[src/rtl/shift_reg_pkg.sv]
// Shared definitions for the shift register controller: datapath mode codes,
// controller states and shift direction encoding.
package shift_reg_pkg;

    localparam logic [1:0] MODE_HOLD = 2'b00;
    localparam logic [1:0] MODE_SHL  = 2'b01;
    localparam logic [1:0] MODE_SHR  = 2'b10;
    localparam logic [1:0] MODE_LOAD = 2'b11;

    typedef enum logic [1:0] {
        ST_IDLE  = 2'd0,
        ST_LOAD  = 2'd1,
        ST_SHIFT = 2'd2,
        ST_RSP   = 2'd3
    } ctrl_state_t;

    typedef enum logic {
        DIR_LEFT  = 1'b0,
        DIR_RIGHT = 1'b1
    } shift_dir_t;

    function automatic logic [1:0] dir_mode(input shift_dir_t dir);
        return (dir == DIR_RIGHT) ? MODE_SHR : MODE_SHL;
    endfunction

endpackage

[src/rtl/shift_reg_len_cnt.sv]
// Loadable down-counter for the shift run length; 'last' flags the final
// shift cycle (count == 1).
module shift_reg_len_cnt #(
    parameter int CNT_W = 4
) (
    input  logic             clk,
    input  logic             rst_n,
    input  logic             load,
    input  logic [CNT_W-1:0] load_val,
    input  logic             dec,
    output logic             last
);

    logic [CNT_W-1:0] count_reg;

    always_ff @(posedge clk or negedge rst_n) begin
        if (!rst_n) begin
            count_reg <= '0;
        end else if (load) begin
            count_reg <= load_val;
        end else if (dec) begin
            count_reg <= count_reg - 1'b1;
        end
    end

    assign last = (count_reg == CNT_W'(1));

endmodule

[src/rtl/shift_reg_ctrl.sv]
// Command sequencer for the universal shift register: optional parallel load,
// a programmable-length shift run, then a held response until consumed.
module shift_reg_ctrl
    import shift_reg_pkg::*;
#(
    parameter int WIDTH = 8,
    parameter int CNT_W = $clog2(WIDTH + 1)
) (
    input  logic             clk,
    input  logic             rst_n,
    input  logic             cmd_valid,
    output logic             cmd_ready,
    input  logic             cmd_rx,
    input  logic             cmd_dir,
    input  logic [CNT_W-1:0] cmd_len,
    input  logic [WIDTH-1:0] cmd_data,
    output logic [1:0]       sr_mode,
    output logic [WIDTH-1:0] sr_p_in,
    input  logic [WIDTH-1:0] sr_out,
    output logic             rsp_valid,
    input  logic             rsp_ready,
    output logic [WIDTH-1:0] rsp_data,
    output logic             busy
);

    ctrl_state_t      state_reg, state_next;
    shift_dir_t       dir_reg;
    logic [WIDTH-1:0] data_reg;
    logic [CNT_W-1:0] len_norm;
    logic             accept;
    logic             cnt_last;

    assign accept = cmd_valid && (state_reg == ST_IDLE);

    // Zero and over-range lengths both mean a full-width shift.
    always_comb begin
        len_norm = cmd_len;
        if ((cmd_len == '0) || (cmd_len > CNT_W'(WIDTH))) begin
            len_norm = CNT_W'(WIDTH);
        end
    end

    always_ff @(posedge clk or negedge rst_n) begin
        if (!rst_n) begin
            state_reg <= ST_IDLE;
            dir_reg   <= DIR_LEFT;
            data_reg  <= '0;
        end else begin
            state_reg <= state_next;
            if (accept) begin
                dir_reg  <= shift_dir_t'(cmd_dir);
                data_reg <= cmd_data;
            end
        end
    end

    // Counter is loaded at acceptance so it already holds len on SHIFT entry.
    shift_reg_len_cnt #(
        .CNT_W (CNT_W)
    ) u_len_cnt (
        .clk      (clk),
        .rst_n    (rst_n),
        .load     (accept),
        .load_val (len_norm),
        .dec      (state_reg == ST_SHIFT),
        .last     (cnt_last)
    );

    always_comb begin
        state_next = state_reg;
        case (state_reg)
            ST_IDLE: begin
                if (cmd_valid) begin
                    state_next = cmd_rx ? ST_SHIFT : ST_LOAD;
                end
            end
            ST_LOAD:  state_next = ST_SHIFT;
            ST_SHIFT: begin
                if (cnt_last) begin
                    state_next = ST_RSP;
                end
            end
            ST_RSP: begin
                if (rsp_ready) begin
                    state_next = ST_IDLE;
                end
            end
            default:  state_next = ST_IDLE;
        endcase
    end

    always_comb begin
        sr_mode = MODE_HOLD;
        case (state_reg)
            ST_LOAD:  sr_mode = MODE_LOAD;
            ST_SHIFT: sr_mode = dir_mode(dir_reg);
            default:  sr_mode = MODE_HOLD;
        endcase
    end

    assign cmd_ready = (state_reg == ST_IDLE);
    assign busy      = (state_reg != ST_IDLE);
    assign rsp_valid = (state_reg == ST_RSP);
    assign sr_p_in   = data_reg;

    for (genvar gi = 0; gi < WIDTH; gi++) begin : g_rsp_gate
        assign rsp_data[gi] = sr_out[gi] & rsp_valid;
    end

endmodule

[config.mk]
export PLATFORM = sky130hd
export DESIGN_NAME = shift_reg_ctrl
export DESIGN_NICKNAME = d
export VERILOG_FILES = /design/src/rtl/shift_reg_pkg.sv /design/src/rtl/shift_reg_len_cnt.sv /design/src/rtl/shift_reg_ctrl.sv
export SDC_FILE = /design/constraint.sdc
export NUM_CORES = 1
export LEC_CHECK = 0
export ABC_AREA = 1
export CAP_MARGIN = 20
export CORE_ASPECT_RATIO = 0.75
export CORE_MARGIN = 2
export CORE_UTILIZATION = 42
export DETAILED_ROUTE_END_ITERATION = 8
export PLACE_DENSITY_LB_ADDON = 0.05
export SLEW_MARGIN = 0
export SYNTH_ARGS = -nofsm -noshare
export SYNTH_HDL_FRONTEND = slang
export SYNTH_SLANG_ARGS = --single-unit
[constraint.sdc]
create_clock -name clk -period 2 [get_ports clk]
set_input_delay 0.3 -clock clk [delete_from_list [all_inputs] [get_ports clk]]
set_output_delay 0.3 -clock clk [all_outputs]
set_load 0.02 [all_outputs]
Word level (Yosys, flattened, before mapping)

Cells that the tools add are included.

Register bits: 15
Output and inout port bits: 21
Logic and storage cells: 38

$add $sub $neg: 1
Order comparisons: 1
Equal/unequal tests: 7
Muxes and demuxes: 10
Bitwise logic cells: 8
Reduce and logical (&&, ||, !) cells: 7

Operators by type and width:

| operator                                              | number |
|---|---|
| two-way mux 4 bit                                     | 3 |
| two-way mux 2 bit                                     | 5 |
| bitwise AND 1 bit                                     | 8 |
| one-hot mux 2 bit (4 select lines)                    | 1 |
| == test 2 bit (second input constant)                 | 2 |
| == test 4 x 1 -> 1 bit (second input constant)        | 1 |
| greater-than comparator 4 bit (second input constant) | 1 |
| zero test 4 bit                                       | 1 |
| != test 2 bit (second input constant)                 | 2 |
| one-hot mux 2 bit (2 select lines)                    | 1 |
| nonzero test 2 bit                                    | 2 |
| subtractor 4 x 1 -> 4 bit (second input constant)     | 1 |
| AND reduction 3 bit                                   | 1 |
| == test 2 x 1 -> 1 bit (second input constant)        | 1 |
| zero test 2 bit                                       | 1 |
| != test 2 x 1 -> 1 bit (second input constant)        | 1 |
| logical AND 1 bit                                     | 1 |
| logical OR 1 bit                                      | 1 |

Logic depth before layout (Yosys ltp)

Word-level depth: 4
Gate-level depth with buffers: 8

Modules after synthesis

Synthesis repeated with hierarchy kept, for this count alone.

Cells, all modules: 129
Area, all modules: 913.4 µm²

By module, submodules not included:

| module            | times used | cells each | area each (µm²) |
|---|---|---|---|
| shift_reg_ctrl    | 1          | 98         | 666.9 |
| shift_reg_len_cnt | 1          | 31         | 246.5 |

Worst setup path after synthesis

OpenSTA, ideal clock, no wires.

Kind: reg-to-output
Start: register state_reg[0]
End: output port sr_mode[0]
Arrival: 1.207 ns
Data required time: 1.700 ns
Slack: 0.493 ns
Cell stages (with the launch flop): 7
Path buffers: 0
Path through: dfrtp_1 -> inv_1 -> ha_1 -> inv_1 -> nor2_1 -> nor2_1 -> nor2_1

Longest elaborated chain between the ends: 2
Elaborated cells on any way between the ends: 3

RTL lines:

| item                                                           | line                 | RTL |
|---|---|---|
| from (decl)                                                    | shift_reg_ctrl.sv:26 | `ctrl_state_t state_reg, state_next;` |
| from (signal assigned)                                         | shift_reg_ctrl.sv:49 | `state_reg <= state_next;` |
| == test 2 bit / == test 2 x 1 -> 1 bit (equally long branches) | shift_reg_ctrl.sv:94 | `case (state_reg)` |
| one-hot mux 2 bit (2 select lines) *                           | shift_reg_ctrl.sv:94 |  |
| to (decl)                                                      | shift_reg_ctrl.sv:17 | `output logic [1:0] sr_mode,` |

Mark *: on every way between the ends. The rest lies on a longest branch, timed or not.

Worst setup path in the final report

Start: register state_reg[1]
End: output port sr_mode[1]

The elaborated chain is that of the path after synthesis.

==> reports/summary.txt <==
status = complete, no violations
yosys warns = 0
Post-Synth Adder-Cell Area = 0.0956
GP Congestion = 0.782
Finished Core Util = 0.716
Layout Area Growth over Synthesis = 58.7%
dpl cells = 194
worst ir drop on vdd = 0.000806 V
final period utilization = 0.951
initial core utilization = 0.451
register area = 377 µm²
leading cell type in the layout, fill and taps excluded = nand2_1
clock transition at the registers of the reported paths = 0.09 ns
nets@finish = 208
largest net degree at the start of global routing = 16
Reg2Reg Setup Slack = 0.44 ns
mux contribution to synthesized area = 0
initial antenna violation count = 0
crit path max fanout = 4
Synth Area in Compound Gates = 0.0806
Worst R2R Start = state_reg[1]
CTS tree = built
via count = 922
Core Region = 2030 µm²
post-DP HPWL = 1870 µm
Hold WC Path Type = input pin to async pin
GRT Overall Usage = 0.194
worst setup path class = flip-flop to output port
fmax = 526 MHz
worst r2r dst = u_len_cnt.count_reg[3]
Cells after Synth = 125
width of the die = 57.9 µm
full die area = 2570 µm²
root buf cell = clkbuf_4
power density cells = 1390 nW/µm²
Worst Path Required = 1.70 ns
Yosys reg bits = 15
Crit path arrival time = 1.60 ns
Clk Latency, worst-skew pair = 0.28 ns
H-tree Lvls = 1
DRT Wirelength = 2320 µm
commonest non-fill, non-tap cells in the layout = 46 x nand2_1, 34 x clkdlybuf4s50_1, 20 x inv_1
worst-margin pin slew = 0.657 ns
Non-Filler Instances = 198
sequential area share after synthesis = 0.410
Final setup viols = 0
ANT cells = 0
I/O Buffers = 46
row cnt = 14
max_cap viols = 0
mapped cell area = 916 µm²
CP startpoint kind = flip-flop
number of flip-flops in the largest register = 8
DRC Markers = 0
Multi-input gate area = 453 µm²
Slew headroom = 0.561
Ports = 47
Clock Tree Buf Depth = 2
share of cells above drive strength 1 = 0.0977
unrepaired setup endpoints after global routing = false
DRT iter0 DRCs = 36
Overflow after GRT = 0
Worst Setup End Kind = output port
CTS Buf Count = 3
Overall Power = 2.03 mW
synthesized area per cell = 7.33 µm²
number of fill cells = 175
Fin. Hold Viols = 0
CTS Hold Buffers Added = 0
Slew Viols, Final = 0
Synth Area in Simple Gates = 0.292
Die Height = 44.4 µm
TritonRoute pass-1 iters = 4
Antenna Nets Post-Route = 0
DR vias/cell = 4.66
first-pass GRT wire length = 3770 µm
post-CTS setup buffers = 0
vias in the first global route = 876
Avg WL per Cell = 11.7 µm
minimum clock period = 1.90 ns
Lkg Pwr = 0.889 nW
Clock Sinks = 15
Synth cell types = 19
main combinational cell family by area after synthesis = simple AND/OR/NAND/NOR gates
syn nets = 158
Register-to-Register Path Depth = 8
Setup Skew = 0.00317 ns
xor-xnor portion of the synthesized cell area = 0.00956
==> worst max path at each step <==
stage / start / end / slack, ns / cells after the start
floorplan: state_reg[0] / sr_mode[0] / 0.49 / 6
global placement: state_reg[0] / sr_mode[0] / 0.14 / 7
detailed placement: state_reg[0] / sr_mode[0] / 0.06 / 7
CTS: state_reg[0] / rsp_data[4] / -0.02 / 4
global route: state_reg[1] / sr_mode[1] / 0.005 / 5
finish: state_reg[1] / sr_mode[1] / 0.1 / 5
==> worst max-delay path, cell delays in order, from the launching register on <==
cell and delay [ns]:
dfrtp_1 0.44, inv_1 0.11, ha_1 0.28, inv_1 0.07
nor2_1 0.09, dlygate4sd2_1 0.33
==> power by group <==
part	switching, mW	internal, mW	total (mW)
Clock	0.0942	0.0775	0.172
Combinational	0.733	0.553	1.29
Sequential	0.113	0.456	0.569
Total	0.940	1.09	2.03
==> kinds of logic (layout without fill, tap and decap cells) <==
| logic type | Yosys count | after routing |
|---|---|---|
| simple gates | 66 | 66 |
| fa+ha+maj | 7 | 7 |
| buf+inv | 24 | 73 |
| xor+xnor | 1 | 1 |
| compound gates | 12 | 12 |
| flops | 15 | 15 |
==> routing by layer <==
| metal | vias up | GRT usage | part of all wire |
|---|---|---|---|
| li1 | 471 | - | - |
| met1 | 418 | 0.214 | 0.43 |
| met2 | 31 | 0.361 | 0.49 |
| met3 | 2 | 0.0760 | 0.080 |
| met4 | 0 | 0.0372 | 0.0034 |
| met5 | - | 0 | 0 |
==> layout make-up <==
cell class,count,share of cell area
well taps,24,0.0207
multi-input cells,86,0.312
clock buffers,4,0.0181
flip-flops and latches,15,0.259
repair buffers,48,0.335
inverters,21,0.0559
==> what timing repair did <==
item	4_1_cts	5_1_grt
pin swaps	0	0
setup endpoints to repair	12	10
gates resized for setup	7	11
==> per-stage QoR <==
step | TNS, ns | area [µm²] | setup slack, ns | hold WS, ns
2_1_floorplan | 0 | 916 | 0.493 | 0.00441
3_3_place_gp | 0 | 1400 | 0.141 | 0.462
3_5_place_dp | 0 | 1400 | 0.0607 | 0.465
4_1_cts | -0.0302 | 1440 | -0.0210 | 0.426
5_1_grt | 0 | 1450 | 0.00461 | 0.453
6_report | 0 | 1450 | 0.0980 | 0.414
==> Yosys cell counts <==
library cell  instances  share of area
buf_2                 2          0.011
inv_1                20          0.082
dfrtp_1              15           0.41
o21ai_0               5          0.027
buf_6                 1          0.012
nand2_1              46           0.19
nand3_2               1          0.011
or2_0                 1         0.0068
nor2_2                1         0.0068
a21oi_2               1         0.0096
a21oi_1               3          0.016
inv_4                 1         0.0068
o21a_1                1         0.0082
nand2_2               2          0.014
ha_1                  7          0.096
o21ai_2               2          0.019
nand3_1               3          0.016
xor2_1                1         0.0096
nor2_1               12          0.049
Note: power is estimated with default switching activity, not from simulation.
